===== src/rtl/alu_arbiter.sv =====
// Round-robin arbiter sharing one combinational ALU between two requesters.
// A transaction is accepted in IDLE, runs through EXEC, and is returned in RESP.
module alu_arbiter #(
  parameter int WIDTH = 32
) (
  input  logic             clk,
  input  logic             rst_n,
  input  logic [1:0]       req_valid,
  output logic [1:0]       req_ready,
  input  logic [WIDTH-1:0] req_a0,
  input  logic [WIDTH-1:0] req_b0,
  input  logic [WIDTH-1:0] req_a1,
  input  logic [WIDTH-1:0] req_b1,
  input  logic [1:0]       req_op0,
  input  logic [1:0]       req_op1,
  output logic [1:0]       rsp_valid,
  input  logic [1:0]       rsp_ready,
  output logic [WIDTH-1:0] rsp_c,
  output logic             rsp_zero,
  output logic             rsp_err,
  output logic [WIDTH-1:0] alu_a,
  output logic [WIDTH-1:0] alu_b,
  output logic [1:0]       alu_op,
  input  logic [WIDTH-1:0] alu_c,
  input  logic             alu_zero
);

  typedef enum logic [1:0] {IDLE, EXEC, RESP} state_t;

  state_t state, state_nxt;
  logic   last_grant, owner;
  logic   grant, grant_any, accept;

  logic [1:0][WIDTH-1:0] a_in, b_in;
  logic [1:0][1:0]       op_in;

  assign a_in  = {req_a1, req_a0};
  assign b_in  = {req_b1, req_b0};
  assign op_in = {req_op1, req_op0};

  always_ff @(posedge clk or negedge rst_n) begin
    if (!rst_n) state <= IDLE;
    else        state <= state_nxt;
  end

  always_comb begin
    grant     = 1'b0;
    grant_any = 1'b0;
    req_ready = '0;
    rsp_valid = '0;
    state_nxt = state;
    case (req_valid)
      2'b01:   begin grant = 1'b0;        grant_any = 1'b1; end
      2'b10:   begin grant = 1'b1;        grant_any = 1'b1; end
      2'b11:   begin grant = ~last_grant; grant_any = 1'b1; end
      default: ;
    endcase
    case (state)
      IDLE: begin
        if (grant_any) begin
          req_ready[grant] = 1'b1;
          state_nxt        = EXEC;
        end
      end
      EXEC: state_nxt = RESP;
      RESP: begin
        rsp_valid[owner] = 1'b1;
        if (rsp_ready[owner]) state_nxt = IDLE;
      end
      default: state_nxt = IDLE;
    endcase
  end

  assign accept = (state == IDLE) && grant_any;

  // The ALU operand registers double as the latched request, so alu_* only
  // move on an accept and stay put through EXEC and RESP.
  always_ff @(posedge clk or negedge rst_n) begin
    if (!rst_n) begin
      last_grant <= 1'b1;
      owner      <= 1'b0;
      alu_a      <= '0;
      alu_b      <= '0;
      alu_op     <= 2'b00;
      rsp_c      <= '0;
      rsp_zero   <= 1'b0;
      rsp_err    <= 1'b0;
    end else begin
      if (accept) begin
        alu_a      <= a_in[grant];
        alu_b      <= b_in[grant];
        alu_op     <= op_in[grant];
        owner      <= grant;
        last_grant <= grant;
      end
      if (state == EXEC) begin
        if (alu_op == 2'b11) begin
          rsp_c    <= '0;
          rsp_zero <= 1'b1;
          rsp_err  <= 1'b1;
        end else begin
          rsp_c    <= alu_c;
          rsp_zero <= alu_zero;
          rsp_err  <= 1'b0;
        end
      end
    end
  end

endmodule


===== config.mk =====
export PLATFORM = sky130hd
export DESIGN_NAME = alu_arbiter
export DESIGN_NICKNAME = d
export VERILOG_FILES = /design/src/rtl/alu_arbiter.sv
export SDC_FILE = /design/constraint.sdc
export NUM_CORES = 1
export LEC_CHECK = 0
export BUFFER_PORTS_ARGS = -buffer_cell sky130_fd_sc_hd__buf_2
export CORE_ASPECT_RATIO = 0.9
export CORE_MARGIN = 8
export CORE_UTILIZATION = 49
export CTS_BUF_LIST = sky130_fd_sc_hd__clkbuf_8
export CTS_CLUSTER_DIAMETER = 50
export DETAILED_ROUTE_END_ITERATION = 8
export GPL_TIMING_DRIVEN = 0
export PLACE_DENSITY_LB_ADDON = 0.1
export RECOVER_POWER = 50
export SKIP_LAST_GASP = 1
export SLEW_MARGIN = 20
export SYNTH_ARGS = -nofsm -noshare
export SYNTH_HDL_FRONTEND = slang
export SYNTH_SLANG_ARGS = --single-unit

===== constraint.sdc =====
create_clock -name clk -period 2.8 [get_ports clk]
set_input_delay 0.42 -clock clk [delete_from_list [all_inputs] [get_ports clk]]
set_output_delay 0.42 -clock clk [all_outputs]
set_load 0.02 [all_outputs]

==> results of run 1 <==
-- per-stage QoR --
stage | hold WS [ns] | total power (W) | std cells | utilization [%]
finish | 0.239 | 0.00737 | 732 | 67.7
global route | 0.229 | 0.00782 | 732 | 67.7
CTS | 0.212 | 0.00756 | 731 | 68.4
detailed placement | 0.392 | 0.00667 | 714 | 66.4
global placement | 0.478 | 0.00657 | 713 | 66.1
floorplan | 0.124 | 0.00532 | 313 | -
-- flip-flops by register name (all words and copies together) (netlist names) --
| signal | count |
|---|---|
| rsp_err | 1 |
| rsp_zero | 1 |
| alu_op | 2 |
| state | 2 |
| alu_a | 32 |
| rsp_c | 32 |
| last_grant | 1 |
| alu_b | 32 |
| owner | 1 |
-- cells in the final DEF, fill, tap and decap left out, drive strengths merged --
master / count
buf: 240
mux2: 133
dfrtp: 103
clkbuf: 65
a22o: 32
nor2: 6
inv: 6
a21oi: 4
clkinv: 4
nand2b: 2
diode: 1
nand2: 1
a21bo: 1
nor3: 1
o21a: 1
o21ai: 1
nor2b: 1
a31oi: 1
o21bai: 1
dlygate4sd3: 1
dfstp: 1
-- metal layers --
metal | routed length (µm) | part of all wire, % | global-route usage [%] | vias up
li1 | - | - | - | 1713
met1 | 5100 | 38 | 21.8 | 1771
met2 | 6790 | 50 | 35.2 | 168
met3 | 1360 | 10 | 7.69 | 23
met4 | 304 | 2.2 | 7.15 | 0
met5 | 0 | 0 | 0 | -
-- final cells by class --
class                      count  area (µm²)  area share, %
antenna                        1        2.50         0.0383
buffer                        21         133           2.03
clock buffer                   9         124           1.90
clock inverter                 7        52.6          0.804
inverter                       3        11.3          0.172
multi-input combinational    185        2110           32.2
sequential                   104        2600           39.8
tap                          126         158           2.41
timing repair buffer         276        1350           20.6
-- worst min path at each step --
stage | endpoint | slack (ns) | cells past startpoint
3_3_place_gp | rsp_err | 0.48 | 2
6_report | last_grant | 0.24 | 2
5_1_grt | last_grant | 0.23 | 2
4_1_cts | last_grant | 0.21 | 2
2_1_floorplan | alu_a[0] | 0.12 | 0
3_5_place_dp | alu_b[14] | 0.39 | 1
-- logic make-up after synthesis --
kind of cell / synth area share, %
AO/OA/AOI/OAI: 7.01
AND/OR/NAND/NOR: 1.03
flip-flops: 53.6
buffers and inverters: 2.96
multiplexers: 35.3
-- worst max-delay path: stages, from the launching register on --
cell,delay (ns)
dfstp_2,0.39
a21bo_2,0.25
buf_6,0.16
buf_6,0.16
nor3_1,0.19
buf_2,0.22
-- timing repair --
item                                   4_1_cts  5_1_grt
endpoints found under the hold margin       49        0
setup endpoints to repair                    0        0
hold buffers                                 1        0
-- power groups by stage --
stage / clock (W) / combinational, W / sequential [W]
6_report: 0.000865 / 0.00385 / 0.00265
5_1_grt: 0.000951 / 0.00411 / 0.00276
4_1_cts: 0.000901 / 0.00402 / 0.00264
3_5_place_dp: 0 / 0.00402 / 0.00265
3_3_place_gp: 0 / 0.00395 / 0.00262
2_1_floorplan: 0 / 0.00180 / 0.00353
==> results_dict.tcl, run 1 <==
set metrics [dict create \
    status "finished, final reports clean" \
    crit_fanout 10 \
    min_from "req_valid[0]" \
    vdd_drop_max_mv 0.660 \
    hold_class "in2reg" \
    synth.yosys.warnings 0 \
    vias_per_cell 5.02 \
    power_switching_w 0.00307 \
    sw_frac_of_total_pct 41.6 \
    worst_r2r_dst "alu_a[18]" \
    endpoint_kind "primary output" \
    synth_cell_types 22 \
    maxCapViolations 0 \
    post-cts-setup-buffers 0 \
    chipWidth_um 121 \
    setup_viol_count_final 0 \
    cts_tree "done" \
    place.detailed.hpwl_um 11000 \
    final-hold-violation-count 0 \
    timing.max_slew.rel_slack_pct 14.5 \
    drt_pre_antenna_iters 4 \
    core_region_area_um2 9660 \
    num-nets-final 771 \
    grt.overflow.total 0 \
    ys_top_cells_by_area "dfrtp_1 (53%), mux2_4 (18%), mux2_2 (17%)" \
    leakagePower_nw 3.35 \
    yosys.area.top_type "dfrtp_1" \
    cts.sinks 104 \
    post-place-ws_ns 0.840 \
    placedInstanceArea_um2 6420 \
    gp_routability_congestion 0.847 \
    crit_share_post_route_pct 77.1 \
    required_time_at_the_worst_slack_endpoint_ns 2.38 \
    synth-seq-area-share_pct 53.6 \
    number_of_synthesized_register_bits 104 \
    power-per-cell-area_nw_per_um2 1130 \
    syn-num-nets 484 \
    crit-reg2reg-launch "state[1]" \
    start_util_pct 50.3 \
    ant_nets 0 \
    fmaxAchievable_ghz 0.463 \
    num-fill-cells 785 \
    post_cts.resized_instances 0 \
    final_layout_size_suffix_gt1_share_pct 65.0 \
    synth-async-reset-ratio_pct 100 \
    pin_count 275 \
    endpoint_of_the_most_critical_setup_path "req_ready[1]" \
    drt-wirelength-per-cell_um 18.5 \
    timing.clock.skew_ns 0.00875 \
    syn-cell-area_um2 4850 \
    timing.reg2reg.setup_slack_ns 0.98 \
    clkLatencyLatePin_ns 0.36 \
    post-synth-top-area-fraction_pct 53.1 \
    worst_max_slew_pin_slew_ns 1.28 \
    rsz0062_at_grt "no" \
    grt_start_max_net_pins 56 \
    area.growth.synth_to_final_pct 34.6 \
    initial_antenna_violation_count 1 \
    timing_max_transition_violations_final 0 \
    combinationalPowerShare_pct 52.3 \
    ys_top_cells_by_count "dfrtp_1 (103), mux2_2 (75), mux2_4 (58), a22o_1 (32), buf_2 (10)" \
    cts_buffers 9 \
    sequentialPowerShare_pct 36.0 \
    data_arrival_at_the_endpoint_of_the_critical_path_ns 1.74 \
    overall_global_routing_usage_pct 20.2 \
    cts.clk_slew.worst_paths_ns 0.10 \
    routed-via-count 3675 \
    num_rows 34 \
    design_area_um2 6540 \
    setup_tns_final_ns 0 \
    worst_setup_path_startpoint "last_grant" \
    dieHeight_um 110 \
    htree_levels 3 \
    power.internal_w 0.00430 \
    cts_root_buffer "clkbuf_8" \
    numPortBuffers 274 \
    initial_drc_count 125 \
    detail_route.wirelength_um 13600 \
    pwr-share-clk_pct 11.7 \
    depth_of_the_most_critical_reg_to_reg_path 5 \
    clock_tree.buffer_depth 2 \
    grt_pass1_wl_um 21400 \
    start_kind "register" \
    synth.most_common_cell "dfrtp_1" \
    first_global_vias 4129 \
    timing.final.crit_period_ns 2.16 \
    finalWorstSetupSlack_ns 0.641 \
    synth_edf_count 0 \
    remaining_drc_errors 0 \
    ys.flop_type "dfrtp_1" \
    worst-setup-path-type "reg2out" \
    syn_avg_cell_area_um2 15.5 \
    netlist_instances 313 \
    die_area_um2 13300 \
]
Power figures use the tool's default switching activity.
==> inputs of run 2 (changes only) <==
--- a/config.mk
+++ b/config.mk
@@ -8,7 +8,7 @@
 export BUFFER_PORTS_ARGS = -buffer_cell sky130_fd_sc_hd__buf_2
 export CORE_ASPECT_RATIO = 0.9
 export CORE_MARGIN = 8
-export CORE_UTILIZATION = 49
+export CORE_UTILIZATION = 46
 export CTS_BUF_LIST = sky130_fd_sc_hd__clkbuf_8
 export CTS_CLUSTER_DIAMETER = 50
 export DETAILED_ROUTE_END_ITERATION = 8
==> constraint.sdc (replaced) <==
create_clock -name clk -period 2.2 [get_ports clk]
set_input_delay 0.33 -clock clk [delete_from_list [all_inputs] [get_ports clk]]
set_output_delay 0.33 -clock clk [all_outputs]
set_load 0.02 [all_outputs]
==> results_dict.tcl, run 2 (synthesis results as in run 1) <==
set metrics [dict create \
    status "finished, final reports clean" \
    cts_tree "done" \
    numPortBuffers 274 \
    timing.reg2reg.setup_slack_ns 0.32 \
    num-nets-final 771 \
    grt_pass1_wl_um 21300 \
    setup_viol_count_final 0 \
    grt_start_max_net_pins 81 \
    remaining_drc_errors 0 \
    area.growth.synth_to_final_pct 35.4 \
    slowest_cp_cell "dfstp_2" \
    power_switching_w 0.00386 \
    crit_chain "a21bo_2 -> buf_6 -> buf_6 -> nor3_1 -> buf_2" \
    first_global_vias 4016 \
    die_area_um2 14100 \
    sequentialPowerShare_pct 35.6 \
    final-instance-count-excl-fill 734 \
    hold_end "last_grant" \
    post-cts-setup-buffers 0 \
    num_rows 35 \
    timing.final.crit_period_ns 2.05 \
    required_time_at_the_worst_slack_endpoint_ns 1.87 \
    timing.clock.skew_ns 0.0161 \
    cts.clk_slew.worst_paths_ns 0.10 \
    layout.cells.most_common "buf_2" \
    cts_root_buffer "clkbuf_8" \
    start_util_pct 47.4 \
    cts.sinks 104 \
    grt.overflow.total 0 \
    initial_antenna_violation_count 0 \
    placedInstanceArea_um2 6420 \
    gp_routability_congestion 0.728 \
    crit_family "buffers and inverters" \
    fmaxAchievable_ghz 0.488 \
    final-hold-violation-count 0 \
    crit_path_frequent_cell "buf_6" \
    start_kind "register" \
    crit-reg2reg-launch "state[1]" \
    layout_common_cells "buf_2 (232), dfrtp_1 (103), mux2_2 (75), mux2_4 (58), clkbuf_1 (56)" \
    crit_share_post_route_pct 93.1 \
    overall_global_routing_usage_pct 18.5 \
    initial_drc_count 114 \
    worst_r2r_dst "alu_a[14]" \
    design_area_um2 6570 \
    worst_max_slew_pin_slew_ns 1.43 \
    fin_worst_hold_slack_ns 0.173 \
    timing.max_slew.rel_slack_pct 4.46 \
    sw_frac_of_total_pct 40.7 \
    pin_count 275 \
    hold_class "in2reg" \
    worst-setup-path-type "reg2out" \
    rsz0062_at_grt "no" \
    vias_per_cell 4.89 \
    biggestRegsByFlops "alu_a x32, alu_b x32, rsp_c x32" \
    leakagePower_nw 3.35 \
    drt_pre_antenna_iters 4 \
    final_layout_size_suffix_gt1_share_pct 64.8 \
    crit_fanout 10 \
    cts_buffers 9 \
    place.detailed.hpwl_um 10800 \
    maxCapViolations 0 \
    drt-wirelength-per-cell_um 18.2 \
    multiInputGateArea_um2 2110 \
    cp_num_buf_inv 3 \
    hold_path_depth 2 \
    core_region_area_um2 10200 \
    num-fill-cells 855 \
    detail_route.wirelength_um 13400 \
    setup_tns_final_ns 0 \
    dieHeight_um 113 \
    timing_max_transition_violations_final 0 \
    combinationalPowerShare_pct 51.3 \
    cts_hold_repair.buffers 1 \
    depth_of_the_most_critical_reg_to_reg_path 5 \
    endpoint_kind "primary output" \
    routed-via-count 3587 \
    power.internal_w 0.00563 \
    chipWidth_um 124 \
    place.detailed.instances 717 \
    vdd_drop_max_mv 0.770 \
    data_arrival_at_the_endpoint_of_the_critical_path_ns 1.72 \
    min_from "req_valid[0]" \
    clock_tree.buffer_depth 2 \
    pwr-share-clk_pct 13.2 \
    power-per-cell-area_nw_per_um2 1440 \
    clkLatencyLatePin_ns 0.36 \
    post_cts.resized_instances 0 \
    htree_levels 3 \
    n_antenna_cell 0 \
    ant_nets 0 \
    sequential_cell_area_um2 2600 \
    slowest_delay_ns 0.40 \
]
run 2: final cells by class:
type	instances	share of cell area, %
clock buffer	10	2.09
inverter	3	0.171
clock inverter	6	1.12
sequential	104	39.6
tap	129	2.46
buffer	21	2.02
multi-input combinational	185	32.1
timing repair buffer	276	20.5
run 2: power by group through the flow:
stage	sequential, W	clock (W)	combinational (W)
after floorplan	0.00449	0	0.00229
after global placement	0.00336	0	0.00500
after detailed placement	0.00338	0	0.00509
after CTS	0.00336	0.00130	0.00509
after global routing	0.00350	0.00137	0.00520
final	0.00338	0.00125	0.00486
run 2: layer usage:
| layer | part of all wire (%) | up-vias | GRT usage [%] |
|---|---|---|---|
| met5 | 0 | - | 0 |
| met4 | 1.5 | 0 | 5.21 |
| met3 | 8.7 | 15 | 7.60 |
| met2 | 50 | 153 | 31.9 |
| met1 | 40 | 1708 | 20.7 |
| li1 | - | 1711 | - |
run 2: through the flow:
| step | worst slack (ns) | utilization (%) | total power [W] |
|---|---|---|---|
| floorplan | 0.501 | - | 0.00677 |
| CTS | 0.104 | 64.8 | 0.00975 |
| finish | 0.152 | 64.1 | 0.00949 |
| detailed placement | 0.361 | 62.6 | 0.00847 |
| global placement | -0.288 | 62.3 | 0.00835 |
| global route | 0.0294 | 64.1 | 0.0101 |
run 2: how the worst max path moves through the flow:
stage	start	end	cells past startpoint
final	last_grant	req_ready[1]	5
after global routing	rst_n	rsp_c[20]	3
after CTS	last_grant	req_ready[1]	5
after detailed placement	state[1]	alu_a[13]	5
after global placement	rst_n	rsp_c[8]	1
after floorplan	last_grant	req_ready[1]	4
==> inputs of run 3 (changes only) <==
==> constraint.sdc (replaced) <==
create_clock -name clk -period 2.2 [get_ports clk]
set_input_delay 0.44 -clock clk [delete_from_list [all_inputs] [get_ports clk]]
set_output_delay 0.44 -clock clk [all_outputs]
set_load 0.02 [all_outputs]
==> results_dict.tcl, run 3 (synthesis results as in run 1) <==
set metrics [dict create \
    status "finished, final reports clean" \
    first_global_vias 4017 \
    rsz0062_at_grt "no" \
    post-cts-setup-buffers 0 \
    core_region_area_um2 10200 \
    finalWorstSetupSlack_ns 0.140 \
    grt.overflow.total 0 \
    worst_r2r_dst "alu_a[14]" \
    sequentialPowerShare_pct 35.6 \
    start_util_pct 47.4 \
    power_switching_w 0.00386 \
    numPortBuffers 274 \
    ant_nets 0 \
    final-instance-count-excl-fill 733 \
    hold_class "in2reg" \
    sequential_cell_area_um2 2600 \
    cts_tree "done" \
    routed-via-count 3595 \
    gp_routability_congestion 0.728 \
    cts.clk_slew.worst_paths_ns 0.10 \
    num_rows 35 \
    vias_per_cell 4.90 \
    n_antenna_cell 0 \
    initial_drc_count 113 \
    pwr-share-clk_pct 13.2 \
    timing.reg2reg.setup_slack_ns 0.28 \
    required_time_at_the_worst_slack_endpoint_ns 1.76 \
    top_usage_layer "met2" \
    dieHeight_um 113 \
    grt_start_max_net_pins 81 \
    min_from "req_valid[0]" \
    hold_end "last_grant" \
    overall_global_routing_usage_pct 18.5 \
    data_arrival_at_the_endpoint_of_the_critical_path_ns 1.62 \
    cts_buffers 9 \
    hold_path_depth 2 \
    biggestRegsByFlops "alu_a x32, alu_b x32, rsp_c x32" \
    layout.cells.most_common "buf_2" \
    num-nets-final 770 \
    drt-wirelength-per-cell_um 18.2 \
    clock_tree.buffer_depth 2 \
    depth_of_the_most_critical_reg_to_reg_path 5 \
    grt_pass1_wl_um 21300 \
    power-per-cell-area_nw_per_um2 1450 \
    slowest_cp_cell "dfstp_2" \
    crit_chain "a21bo_2 -> buf_6 -> nor3_1 -> buf_2" \
    endpoint_kind "primary output" \
    drt_pre_antenna_iters 4 \
    chipWidth_um 124 \
    cts_root_buffer "clkbuf_8" \
    maxCapViolations 0 \
    groute.layer.met1.usage_pct 20.8 \
    timing_max_transition_violations_final 0 \
    area.growth.synth_to_final_pct 34.9 \
    layout_common_cells "buf_2 (232), dfrtp_1 (103), mux2_2 (75), mux2_4 (58), clkbuf_1 (55)" \
    crit_share_post_route_pct 93.6 \
    worst-setup-path-type "reg2out" \
    vdd_drop_max_mv 0.770 \
    clkLatencyLatePin_ns 0.36 \
    pin_count 275 \
    global_route.usage.met3_pct 7.46 \
    start_kind "register" \
    grt_util_met2_pct 32.0 \
    die_area_um2 14100 \
    timing.clock.skew_ns 0.0155 \
    combinationalPowerShare_pct 51.2 \
    timing.max_slew.rel_slack_pct 28.9 \
    detail_route.wirelength_um 13400 \
    timing.final.crit_period_ns 2.06 \
    place.detailed.instances 717 \
    final_layout_size_suffix_gt1_share_pct 64.9 \
    sw_frac_of_total_pct 40.7 \
    remaining_drc_errors 0 \
    fmaxAchievable_ghz 0.485 \
    power.internal_w 0.00562 \
    num-fill-cells 858 \
    cts.sinks 104 \
    slowest_delay_ns 0.57 \
    crit-reg2reg-launch "last_grant" \
    htree_levels 3 \
    final-hold-violation-count 0 \
    worst_max_slew_pin_slew_ns 1.07 \
    setup_viol_count_final 0 \
    post-place-ws_ns 0.219 \
    initial_antenna_violation_count 0 \
    place.detailed.hpwl_um 10800 \
    multiInputGateArea_um2 2110 \
    crit_fanout 19 \
    leakagePower_nw 3.34 \
]
[run 3: changes by cell type in the layout (fill, tap and decap cells not counted), sizes merged]
cell | before | now
buf | 240 | 239
[run 3: power groups by stage]
stage	Sequential (W)	Combinational, W	Clock [W]
2_1_floorplan	0.00449	0.00229	0
3_3_place_gp	0.00336	0.00500	0
3_5_place_dp	0.00338	0.00509	0
4_1_cts	0.00336	0.00508	0.00130
5_1_grt	0.00350	0.00519	0.00137
6_report	0.00338	0.00485	0.00125
[run 3: metal layers]
metal | wire length, µm | vias to the layer above
li1 | - | 1712
met1 | 5300 | 1709
met2 | 6650 | 157
met3 | 1170 | 17
met4 | 229 | 0
met5 | 0 | -
[run 3: layout make-up]
type / count / share of cell area, %
well taps: 129 / 2.47
clock inverters: 6 / 1.13
plain buffers: 20 / 1.85
multi-input cells: 185 / 32.2
inverters: 3 / 0.172
flip-flops and latches: 104 / 39.8
clock buffers: 10 / 2.10
repair buffers: 276 / 20.3
[run 3: what timing repair did]
| item | 4_1_cts | 5_1_grt |
|---|---|---|
| hold endpoints to repair | 24 | 0 |
| endpoints found under the setup margin | 1 | 0 |
| hold buffers | 1 | 0 |
| resized for setup | 0 | 0 |
[run 3: how the worst max path moves through the flow]
stage / startpoint / endpoint / slack (ns) / cells after the start
2_1_floorplan: req_valid[1] / req_ready[1] / 0.31 / 4
3_3_place_gp: rst_n / rsp_c[8] / -0.40 / 1
3_5_place_dp: req_valid[1] / req_ready[1] / 0.22 / 6
4_1_cts: last_grant / req_ready[1] / 0.09 / 4
5_1_grt: last_grant / req_ready[1] / 0.03 / 4
6_report: last_grant / req_ready[1] / 0.14 / 4
[run 3: critical path, delay by kind of cell (launching register included)]
family / cells / cell delay, ns
AND/OR/NAND/NOR: 1 / 0.09
buffers and inverters: 2 / 0.42
flip-flops: 1 / 0.57
AO/OA/AOI/OAI: 1 / 0.19
[run 3: through the flow]
stage	hold slack [ns]	TNS, ns	area [µm²]	power, W	util, %
3_5_place_dp	0.316	0	6420	0.00847	62.6
5_1_grt	0.258	0	6550	0.0101	63.9
2_1_floorplan	0.144	0	4850	0.00677	-
3_3_place_gp	0.476	-40.25	6390	0.00835	62.3
4_1_cts	0.254	0	6630	0.00974	64.7
6_report	0.282	0	6550	0.00948	63.9
